==> src/rtl/wishbone_bus_if.sv <==
// wishbone_bus_if
//   Adapter between one CPU-side memory port and a Wishbone B3 classic master.
//   A single-cycle ce/we/sel/addr request becomes a registered Wishbone
//   transfer. The pipeline is held with stallreq until the slave acks, the
//   transfer times out, or a flush aborts it.
// Parameters
//   STALL_BIT   : index of stall[5:0] that freezes the requesting stage
//   TIMEOUT_CYC : BUSY cycles without ack before abort (1..255)
// Ports
//   clk, rst           : clock, synchronous active-high reset
//   stall, flush       : pipeline control from ctrl
//   cpu_ce_i .. sel_i  : CPU request
//   cpu_data_o         : read data to CPU
//   stallreq           : pipeline stall request
//   bus_err_o          : one-cycle pulse after a timeout abort
//   wishbone_*         : Wishbone classic master signals (outputs registered)
module wishbone_bus_if #(
  parameter int STALL_BIT   = 4,
  parameter int TIMEOUT_CYC = 255
) (
  input  logic        clk,
  input  logic        rst,
  input  logic [5:0]  stall,
  input  logic        flush,
  input  logic        cpu_ce_i,
  input  logic [31:0] cpu_addr_i,
  input  logic [31:0] cpu_data_i,
  input  logic        cpu_we_i,
  input  logic [3:0]  cpu_sel_i,
  output logic [31:0] cpu_data_o,
  output logic        stallreq,
  output logic        bus_err_o,
  input  logic [31:0] wishbone_data_i,
  input  logic        wishbone_ack_i,
  output logic [31:0] wishbone_addr_o,
  output logic [31:0] wishbone_data_o,
  output logic        wishbone_we_o,
  output logic [3:0]  wishbone_sel_o,
  output logic        wishbone_stb_o,
  output logic        wishbone_cyc_o
);

  typedef enum logic [1:0] {
    IDLE,
    BUSY,
    WAIT_FOR_STALL
  } state_t;

  // Counter value seen in the last BUSY cycle before the abort.
  localparam logic [7:0] CNT_LAST = 8'(TIMEOUT_CYC - 1);

  state_t      state;
  state_t      state_next;
  logic [31:0] rd_buf;
  logic [7:0]  cnt;
  logic        timeout;
  logic        stall_me;
  logic        stall_unused;

  assign stall_me     = stall[STALL_BIT];
  assign stall_unused = ^stall;
  assign timeout      = (cnt == CNT_LAST) && !wishbone_ack_i;

  always_comb begin
    state_next = state;
    stallreq   = 1'b0;
    cpu_data_o = '0;
    case (state)
      IDLE: begin
        stallreq = cpu_ce_i && !flush;
        if (cpu_ce_i && !flush) state_next = BUSY;
      end
      BUSY: begin
        if (flush) begin
          state_next = IDLE;
        end else if (wishbone_ack_i) begin
          state_next = stall_me ? WAIT_FOR_STALL : IDLE;
          if (!wishbone_we_o) cpu_data_o = wishbone_data_i;
        end else if (timeout) begin
          state_next = IDLE;
        end else begin
          stallreq = 1'b1;
        end
      end
      WAIT_FOR_STALL: begin
        cpu_data_o = rd_buf;
        if (!stall_me || flush) state_next = IDLE;
      end
      default: state_next = IDLE;
    endcase
    if (rst) begin
      stallreq   = 1'b0;
      cpu_data_o = '0;
    end
  end

  always_ff @(posedge clk) begin
    if (rst) begin
      state           <= IDLE;
      rd_buf          <= '0;
      cnt             <= '0;
      bus_err_o       <= 1'b0;
      wishbone_addr_o <= '0;
      wishbone_data_o <= '0;
      wishbone_we_o   <= 1'b0;
      wishbone_sel_o  <= '0;
      wishbone_stb_o  <= 1'b0;
      wishbone_cyc_o  <= 1'b0;
    end else begin
      state     <= state_next;
      bus_err_o <= 1'b0;
      case (state)
        IDLE: begin
          if (cpu_ce_i && !flush) begin
            wishbone_addr_o <= cpu_addr_i;
            wishbone_data_o <= cpu_data_i;
            wishbone_we_o   <= cpu_we_i;
            wishbone_sel_o  <= cpu_sel_i;
            wishbone_stb_o  <= 1'b1;
            wishbone_cyc_o  <= 1'b1;
            cnt             <= '0;
          end
        end
        BUSY: begin
          // Flush, ack and timeout all end the transfer; only the side
          // effects differ (flush priority first, then ack, then timeout).
          if (flush || wishbone_ack_i || timeout) begin
            wishbone_addr_o <= '0;
            wishbone_data_o <= '0;
            wishbone_we_o   <= 1'b0;
            wishbone_sel_o  <= '0;
            wishbone_stb_o  <= 1'b0;
            wishbone_cyc_o  <= 1'b0;
          end
          if (flush) begin
            rd_buf <= '0;
          end else if (wishbone_ack_i) begin
            if (!wishbone_we_o) rd_buf <= wishbone_data_i;
          end else if (timeout) begin
            bus_err_o <= 1'b1;
          end else begin
            cnt <= cnt + 8'd1;
          end
        end
        default: ;
      endcase
    end
  end

endmodule

==> config.mk <==
export PLATFORM = sky130hd
export DESIGN_NAME = wishbone_bus_if
export DESIGN_NICKNAME = d
export VERILOG_FILES = /design/src/rtl/wishbone_bus_if.sv
export SDC_FILE = /design/constraint.sdc
export NUM_CORES = 1
export LEC_CHECK = 0
export BUFFER_PORTS_ARGS = -buffer_cell sky130_fd_sc_hd__buf_2
export CORE_AREA = 5 5 118 120
export CTS_CLUSTER_DIAMETER = 80
export DETAILED_ROUTE_END_ITERATION = 6
export DIE_AREA = 0 0 123 125
export PLACE_DENSITY_LB_ADDON = 0.05
export SYNTH_ARGS = -nofsm -noshare
export SYNTH_HDL_FRONTEND = slang
export SYNTH_SLANG_ARGS = --single-unit
==> constraint.sdc <==
create_clock -name clk -period 2.36 [get_ports clk]
set_input_delay 0.118 -clock clk [delete_from_list [all_inputs] [get_ports clk]]
set_output_delay 0.118 -clock clk [all_outputs]
set_load 0.1 [all_outputs]
==> impl_metrics.py, run 1 <==
metrics = {
    "detailed_routing": {
        "via_per_inst": 5.26,
        "totalWireLength_mm": 17.3,
        "antenna_left": 0,
        "detail_route.wl_per_cell_um": 16.2,
        "drc": 0,
        "first_iter_violations": 371,
        "total_iterations_of_the_first_detailed_routing_run": 5,
        "via_count": 5631,
    },
    "floorplanning": {
        "floorplan.die_area_um2": 15400,
        "die_span_x_um": 123,
        "count_of_standard_cell_rows": 42,
        "design.core.area_um2": 12900,
        "io-pin-count": 217,
        "die-height_um": 125,
        "initial_utilization": 0.384,
    },
    "logic_synthesis": {
        "synth_top_family_by_area": "compound AO/OA/AOI/OAI gates",
        "synth_async_sr_flop_share": 0,
        "synth-compound-area-share": 0.243,
        "yosys_warnings": 0,
        "synth.net_count": 741,
        "mappedNetlistArea_um2": 4950,
        "synth_sequential_area_ratio": 0.457,
        "synth_seq_cells": 113,
        "yosys_most_used_dff": "dfxtp_1",
        "synth_adder_area_share": 0.0126,
        "synth_cell_types": 41,
        "synth_edf_count": 0,
        "postSynthAreaPerCell_um2": 7.93,
        "netlist_instances": 624,
        "post_synth_mux_area_share": 0.00202,
        "synthSimpleGateAreaFrac": 0.232,
        "synth_xor_area_frac": 0,
    },
    "clock_network": {
        "clock_insertion_delay_worst_skew_ns": 0.41,
        "cts_num_sinks": 113,
        "clock_tree_from_tritoncts": "built",
        "cts_buffer_depth": 2,
        "cts_inserted_buffers": 17,
        "cts-htree-levels": 4,
        "clk_transition_reported_paths_ns": 0.05,
        "clk_root_buffer_cell": "clkbuf_16",
    },
    "global_routing": {
        "gr-max-usage-layer": "met2",
        "grtUsageTotal": 0.221,
        "maximum_number_of_pins_on_one_net_before_global_route_repair": 71,
        "met2_usage": 0.359,
        "initial_antenna_violation_count": 0,
        "grt_pass1_wl_mm": 27.6,
        "grt_remaining_overflow": 0,
        "grt.met3_usage": 0.0668,
        "first_global_vias": 5593,
        "met1_grt_util": 0.264,
    },
    "placement": {
        "buffer_ports.inserted": 211,
        "hpwlAfterDp_mm": 10.8,
        "dpl-instance-area_um2": 7010,
        "numPlacedInstances": 966,
        "globalplace.congestion": 0.767,
    },
    "job": {
        "max_cap_viol_count": 0,
    },
    "timing": {
        "unrepaired_setup_endpoints_after_global_routing": "false",
        "fin_skew_ns": 0.00706,
        "timing.fmax_ghz": 0.437,
        "timing.final.max_slew_violations": 0,
        "worstMarginPinSlew_ns": 0.720,
        "final_hold_violation_count": 0,
        "final.setup.tns_ns": 0,
        "min_period_over_period": 0.970,
        "final_period_minus_worst_setup_slack_ns": 2.29,
        "setup_viol": 0,
        "max-slew-margin-rel": 0.520,
    },
    "layout": {
        "fillCellCount": 1039,
        "drive_above_1_share": 0.341,
        "final_layout_net_count": 1001,
        "antenna-diode-count": 0,
        "synthToLayoutAreaGrowth_pct": 71.0,
        "stdcell_area_um2": 8460,
        "final_cell_count_no_fill": 1071,
    },
    "pwr": {
        "power-per-cell-area_nw_per_um2": 765,
        "cellLeakagePower_nw": 3.22,
        "max-vdd-ir-drop_mv": 0.572,
    },
    "critical_path": {
        "reg2regPathDepth": 6,
        "path_class": "flop to output port",
        "setup.worst_path.end_class": "output port",
        "crit_fanout": 9,
        "critical_path_required_ns": 2.24,
        "start_kind": "flop",
        "worst_ep_arrival_time_ns": 2.17,
    },
    "status": {
        "outcome": "completed",
    },
    "hold_path": {
        "hold_path_cell_cnt": 3,
        "min_path_type": "input pin to flop",
    },
}
==> stage by stage <==
| stage | util | setup slack (ns) | power, W | hold slack [ns] |
|---|---|---|---|---|
| 2_1_floorplan | - | -0.223 | 0.00327 | 0.282 |
| 3_3_place_gp | 0.545 | 0.155 | 0.00361 | 0.388 |
| 3_5_place_dp | 0.545 | 0.0442 | 0.00363 | 0.396 |
| 4_1_cts | 0.656 | 0.00844 | 0.00651 | 0.00545 |
| 5_1_grt | 0.657 | 0.0199 | 0.00671 | 0.0296 |
| 6_report | 0.657 | 0.0708 | 0.00647 | 0.0278 |
==> worst max-delay path, cell delays in order (launching register included) <==
cell and delay (ns):
dfxtp_2 0.35, inv_1 0.06, ha_1 0.22, and3_1 0.22, a211oi_4 0.32, buf_6 0.18
a31oi_1 0.07, nor2_4 0.14, buf_12 0.18
==> flip-flops by register name (all words and copies together), names as in the netlist <==
signal	cells
wishbone_data_o	32
wishbone_we_o	1
bus_err_o	1
state	2
wishbone_sel_o	4
wishbone_addr_o	32
rd_buf	32
cnt	8
wishbone_cyc_o	1
==> synth_stat cells (3+ instances only) <==
cell type  instances  area (um^2)
buf_2              5         25.0
nand3b_1          71          533
dfxtp_1          113         2260
o31ai_1            4         30.0
ha_1               5         62.6
nor2_1             5         18.8
nand3_1            5         25.0
nor3_1             3         15.0
or3_1              3         18.8
inv_1              5         18.8
o21ai_0           73          365
clkbuf_1          52          195
nand2b_1           3         18.8
a21oi_1          140          701
nand4_1            4         25.0
nand2_1          102          383
==> final cells by class <==
type,instances,area (um^2),share of cell area
multi-input combinational,446,2820,0.334
tap,176,220,0.0260
clock buffer,26,519,0.0614
inverter,5,18.8,0.00222
clock inverter,4,120,0.0142
timing repair buffer,301,2490,0.295
sequential,113,2260,0.268
==> layer usage <==
layer,up-vias,part of all wire
li1,2710,-
met1,2654,0.41
met2,220,0.48
met3,47,0.075
met4,0,0.034
met5,-,0
==> timing repair <==
action / CTS / global route
pin swaps: 2 / 3
buffers inserted: 3 / 0
gates cloned: 1 / 0
resized for setup: 10 / 4
endpoints found under the hold margin: 71 / 0
endpoints found under the setup margin: 33 / 103
hold buffers: 71 / 0
==> report_power, final <==
part / internal, W / switching (W)
Clock: 0.00192 / 0.000823
Sequential: 0.00202 / 0.0000567
Combinational: 0.000443 / 0.00120
Total: 0.00439 / 0.00208
==> layout by cell type (no fill, tap or decap), types with 2 or more instances in the layout <==
master,n
buf_2,177
dfxtp_1,111
a21oi_1,108
nand2_1,99
o21ai_0,73
nand3b_1,71
dlygate4sd3_1,71
buf_12,37
a21oi_4,29
clkbuf_16,17
buf_4,11
clkbuf_8,6
nand3_1,5
inv_1,4
nand2_2,4
nand4_1,4
o31ai_1,4
nor2_1,4
ha_1,4
bufinv_16,4
buf_6,4
a21oi_2,3
or3_1,3
clkbuf_1,3
nand2b_4,2
and3_1,2
nor3_1,2
or4_1,2
a21boi_1,2
nand4b_1,2
dfxtp_2,2
==> final timing paths <==
kind                                             start                      end  slack (ns)
worst min-delay path               wishbone_data_i[10]  rd_buf[10]$_SDFFE_PP0P_        0.03
worst min register to register  rd_buf[1]$_SDFFE_PP0P_   rd_buf[1]$_SDFFE_PP0P_        0.45
worst max-delay path               cnt[0]$_SDFFE_PP0P_                 stallreq        0.07
worst max register to register   state[0]$_SDFFE_PP0P_      cnt[7]$_SDFFE_PP0P_        0.21
==> logic make-up (layout without fill, tap and decap cells) <==
group,Yosys count,in the layout
AO/OA/AOI/OAI,230,230
buffers and inverters,65,336
flip-flops,113,113
adder cells (fa/ha/maj),5,5
AND/OR/NAND/NOR,210,210
multiplexers,1,1
No activity file was read; power rests on OpenSTA's default activity.
==> run 2: changes to the inputs <==
==> config.mk (replaced) <==
export PLATFORM = sky130hd
export DESIGN_NAME = wishbone_bus_if
export DESIGN_NICKNAME = d
export VERILOG_FILES = /design/src/rtl/wishbone_bus_if.sv
export SDC_FILE = /design/constraint.sdc
export NUM_CORES = 1
export LEC_CHECK = 0
export ABC_AREA = 1
export BUFFER_PORTS_ARGS = -buffer_cell sky130_fd_sc_hd__clkbuf_2
export CORE_AREA = 5 5 120 122
export CTS_CLUSTER_DIAMETER = 80
export DETAILED_ROUTE_END_ITERATION = 6
export DIE_AREA = 0 0 125 127
export PLACE_DENSITY_LB_ADDON = 0.05
export SYNTH_ARGS = -nofsm -noshare
export SYNTH_HDL_FRONTEND = slang
export SYNTH_SLANG_ARGS = --single-unit
==> constraint.sdc (replaced) <==
create_clock -name clk -period 2.36 [get_ports clk]
set_input_delay 0.236 -clock clk [delete_from_list [all_inputs] [get_ports clk]]
set_output_delay 0.236 -clock clk [all_outputs]
set_load 0.1 [all_outputs]
==> run 2 against run 1 <==
  * Core utilization down 6.6 points
  * Critical path type unchanged
  * Die area increased by 3.3%
  * Critical endpoint is now cpu_data_o[19]
  * Largest cell class unchanged
  * Highest routed layer unchanged
  * Cell count rose by 1.0%
  * Fmax grew 1.5%
  * Via count shrank 7.9%
==> impl_metrics.py, run 2 <==
metrics = {
    "logic_synthesis": {
        "netlist_instances": 700,
        "yosys_warnings": 0,
        "yosys_most_used_dff": "dfxtp_1",
        "yosys.cell_count.top_type": "nand2_1",
        "synth_edf_count": 0,
        "synth_commonest_cells": "nand2_1 (133), a21oi_1 (113), dfxtp_1 (113)",
        "synth_sequential_area_ratio": 0.440,
        "synth_async_sr_flop_share": 0,
        "synth.net_count": 817,
        "postSynthAreaPerCell_um2": 7.35,
        "yosys.area.top_type": "dfxtp_1",
        "mappedNetlistArea_um2": 5140,
        "synth_top_area_share": 0.440,
        "synth_cell_types": 25,
        "synth_top_cells_by_area": "dfxtp_1 (44%), a21oi_1 (11%), nand2_1 (9.7%)",
        "synth_seq_cells": 113,
    },
    "pwr": {
        "cellLeakagePower_nw": 3.09,
        "max-vdd-ir-drop_mv": 0.449,
        "netSwitchingPower_w": 0.00213,
        "total_power_w": 0.00597,
        "power-per-cell-area_nw_per_um2": 772,
        "sequentialPowerShare": 0.350,
        "switching_share": 0.357,
        "clock_power_share": 0.389,
        "comb_power_share": 0.261,
        "power.internal_w": 0.00384,
    },
    "critical_path": {
        "critical-path-max-stage-delay_ns": 0.37,
        "timing.critical_path.mode_cell": "buf_12",
        "critical_path.reg2reg.endpoint": "cnt[7]$_SDFFE_PP0P_",
        "crit_fanout": 16,
        "path_class": "flop to output port",
        "worstPathCellList": "ha_2 > nand2_2 > nor2_4 > nand2_4 > buf_12 > nor2_2 > inv_1 > a21oi_4 > buf_12",
        "critical_path.slowest_cell": "dfxtp_1",
        "setup.worst_path.end_class": "output port",
        "path_delay_family": "buffers and inverters",
        "reg2regPathDepth": 11,
        "worst_ep_arrival_time_ns": 2.02,
        "worst-r2r-setup-slack_ns": 0.62,
        "critical_path_required_ns": 2.12,
        "critPathBufInv": 3,
        "start_kind": "flop",
        "timing.rr.start": "state[0]$_SDFFE_PP0P_",
    },
    "floorplanning": {
        "die_span_x_um": 125,
        "count_of_standard_cell_rows": 42,
        "floorplan.die_area_um2": 15900,
        "io-pin-count": 217,
        "die-height_um": 127,
        "design.core.area_um2": 13100,
        "initial_utilization": 0.393,
    },
    "clock_network": {
        "clk_transition_reported_paths_ns": 0.05,
        "cts_inserted_buffers": 17,
        "clk_root_buffer_cell": "clkbuf_16",
        "ctsResizeCount": 0,
        "cts-htree-levels": 4,
        "clock_insertion_delay_worst_skew_ns": 0.41,
        "cts_num_sinks": 113,
        "cts_buffer_depth": 2,
        "post_cts_buffers": 0,
        "hold_buffer_count_at_cts": 0,
        "clock_tree_from_tritoncts": "built",
    },
    "timing": {
        "worstMarginPinSlew_ns": 0.611,
        "max-slew-margin-rel": 0.592,
        "fin_skew_ns": 0.00719,
        "final_hold_violation_count": 0,
        "min_period_over_period": 0.956,
        "timing.final.max_slew_violations": 0,
        "final.setup.tns_ns": 0,
        "final_period_minus_worst_setup_slack_ns": 2.26,
        "timing.fmax_ghz": 0.443,
        "setup_viol": 0,
    },
    "detailed_routing": {
        "antenna_left": 0,
        "detail_route.wl_per_cell_um": 14.1,
        "drc": 0,
        "total_iterations_of_the_first_detailed_routing_run": 4,
        "via_count": 5186,
        "first_iter_violations": 277,
        "totalWireLength_mm": 15.2,
        "via_per_inst": 4.79,
    },
    "layout": {
        "layout_common_cells": "clkbuf_2 (177), nand2_1 (131), dfxtp_1 (113)",
        "fillCellCount": 1196,
        "final_layout_net_count": 1012,
        "synthToLayoutAreaGrowth_pct": 50.2,
        "most_common_cell_after_layout_fill_and_taps_aside": "clkbuf_2",
        "largestRegisters": "rd_buf: 32 flops, wishbone_addr_o: 32 flops, wishbone_data_o: 32 flops",
        "drive_above_1_share": 0.403,
        "antenna-diode-count": 0,
        "area.sequential_um2": 2260,
        "area_of_the_multi_input_gates_um2": 2680,
    },
    "global_routing": {
        "grt_remaining_overflow": 0,
        "initial_antenna_violation_count": 0,
        "first_global_vias": 5096,
        "grtUsageTotal": 0.189,
        "grt_pass1_wl_mm": 24.6,
        "maximum_number_of_pins_on_one_net_before_global_route_repair": 47,
    },
    "job": {
        "max_cap_viol_count": 0,
    },
    "placement": {
        "hpwlAfterDp_mm": 10.6,
        "buffer_ports.inserted": 211,
        "globalplace.congestion": 0.820,
    },
    "hold_path": {
        "min_path_type": "input pin to flop",
        "hold_end": "wishbone_addr_o[22]$_SDFFE_PP0P_",
        "hold_path_cell_cnt": 3,
        "min-delay-start": "cpu_addr_i[22]",
    },
    "status": {
        "outcome": "completed",
    },
}
-- run 2: cell type report --
cell class,instances,area share
Tap cell,176,0.0285
Clock buffer,25,0.0667
Clock inverter,5,0.00356
Timing Repair Buffer,225,0.223
Inverter,79,0.0384
Sequential cell,113,0.293
Multi-Input combinational cell,459,0.347
-- run 2: metrics by stage --
step	worst slack, ns	hold WS (ns)	cell area, um^2	util	instances
4_1_cts	0.0128	0.0513	7670	0.586	1081
3_5_place_dp	0.466	0.451	7130	0.545	1051
5_1_grt	-0.0214	0.0660	7730	0.591	1082
2_1_floorplan	-0.116	0.401	5490	-	700
6_report	0.104	0.0697	7730	0.591	1082
3_3_place_gp	0.506	0.448	7130	0.545	1051
-- run 2: worst max path at each step --
stage | startpoint | to | slack [ns] | cells past startpoint
after floorplan | wishbone_we_o$_SDFFE_PP0P_ | cpu_data_o[10] | -0.12 | 6
after global placement | state[1]$_SDFFE_PP0P_ | cpu_data_o[24] | 0.51 | 10
after detailed placement | state[1]$_SDFFE_PP0P_ | cpu_data_o[19] | 0.47 | 10
after CTS | state[1]$_SDFFE_PP0P_ | cpu_data_o[3] | 0.01 | 10
after global routing | state[1]$_SDFFE_PP0P_ | cpu_data_o[19] | -0.02 | 10
final | state[0]$_SDFFE_PP0P_ | cpu_data_o[19] | 0.10 | 9
-- run 2: power by group through the flow --
stage	Clock, W	Combinational [W]	Sequential (W)
after floorplan	0	0.000586	0.00278
after global placement	0	0.00154	0.00212
after detailed placement	0	0.00155	0.00213
after CTS	0.00238	0.00155	0.00209
after global routing	0.00249	0.00165	0.00210
final	0.00232	0.00156	0.00209
-- run 2: kinds of logic (layout without fill, tap and decap cells) --
group,after synthesis,count (layout),synth area share
flops,113,113,0.440
fa+ha+maj,5,5,0.0122
compound gates,148,148,0.170
buf+inv,128,334,0.111
simple gates,306,306,0.267
-- run 2: worst reg2reg max path: stages, from the launching register on --
cell and delay [ns]:
dfxtp_1 0.37, inv_1 0.08, ha_1 0.25, inv_1 0.07
nand2_1 0.10, nand2_2 0.17, buf_12 0.23, nand2_1 0.13
nand2_1 0.08, inv_1 0.05, o21ai_1 0.07, nor2_1 0.05
-- run 2: routing by layer --
metal / vias to the layer above / global-route usage / routed length, um
met3: 25 / 0.0764 / 1210
li1: 2621 / - / -
met1: 2355 / 0.218 / 6400
met4: 0 / 0.0791 / 376
met2: 185 / 0.314 / 7250
met5: - / 0 / 0
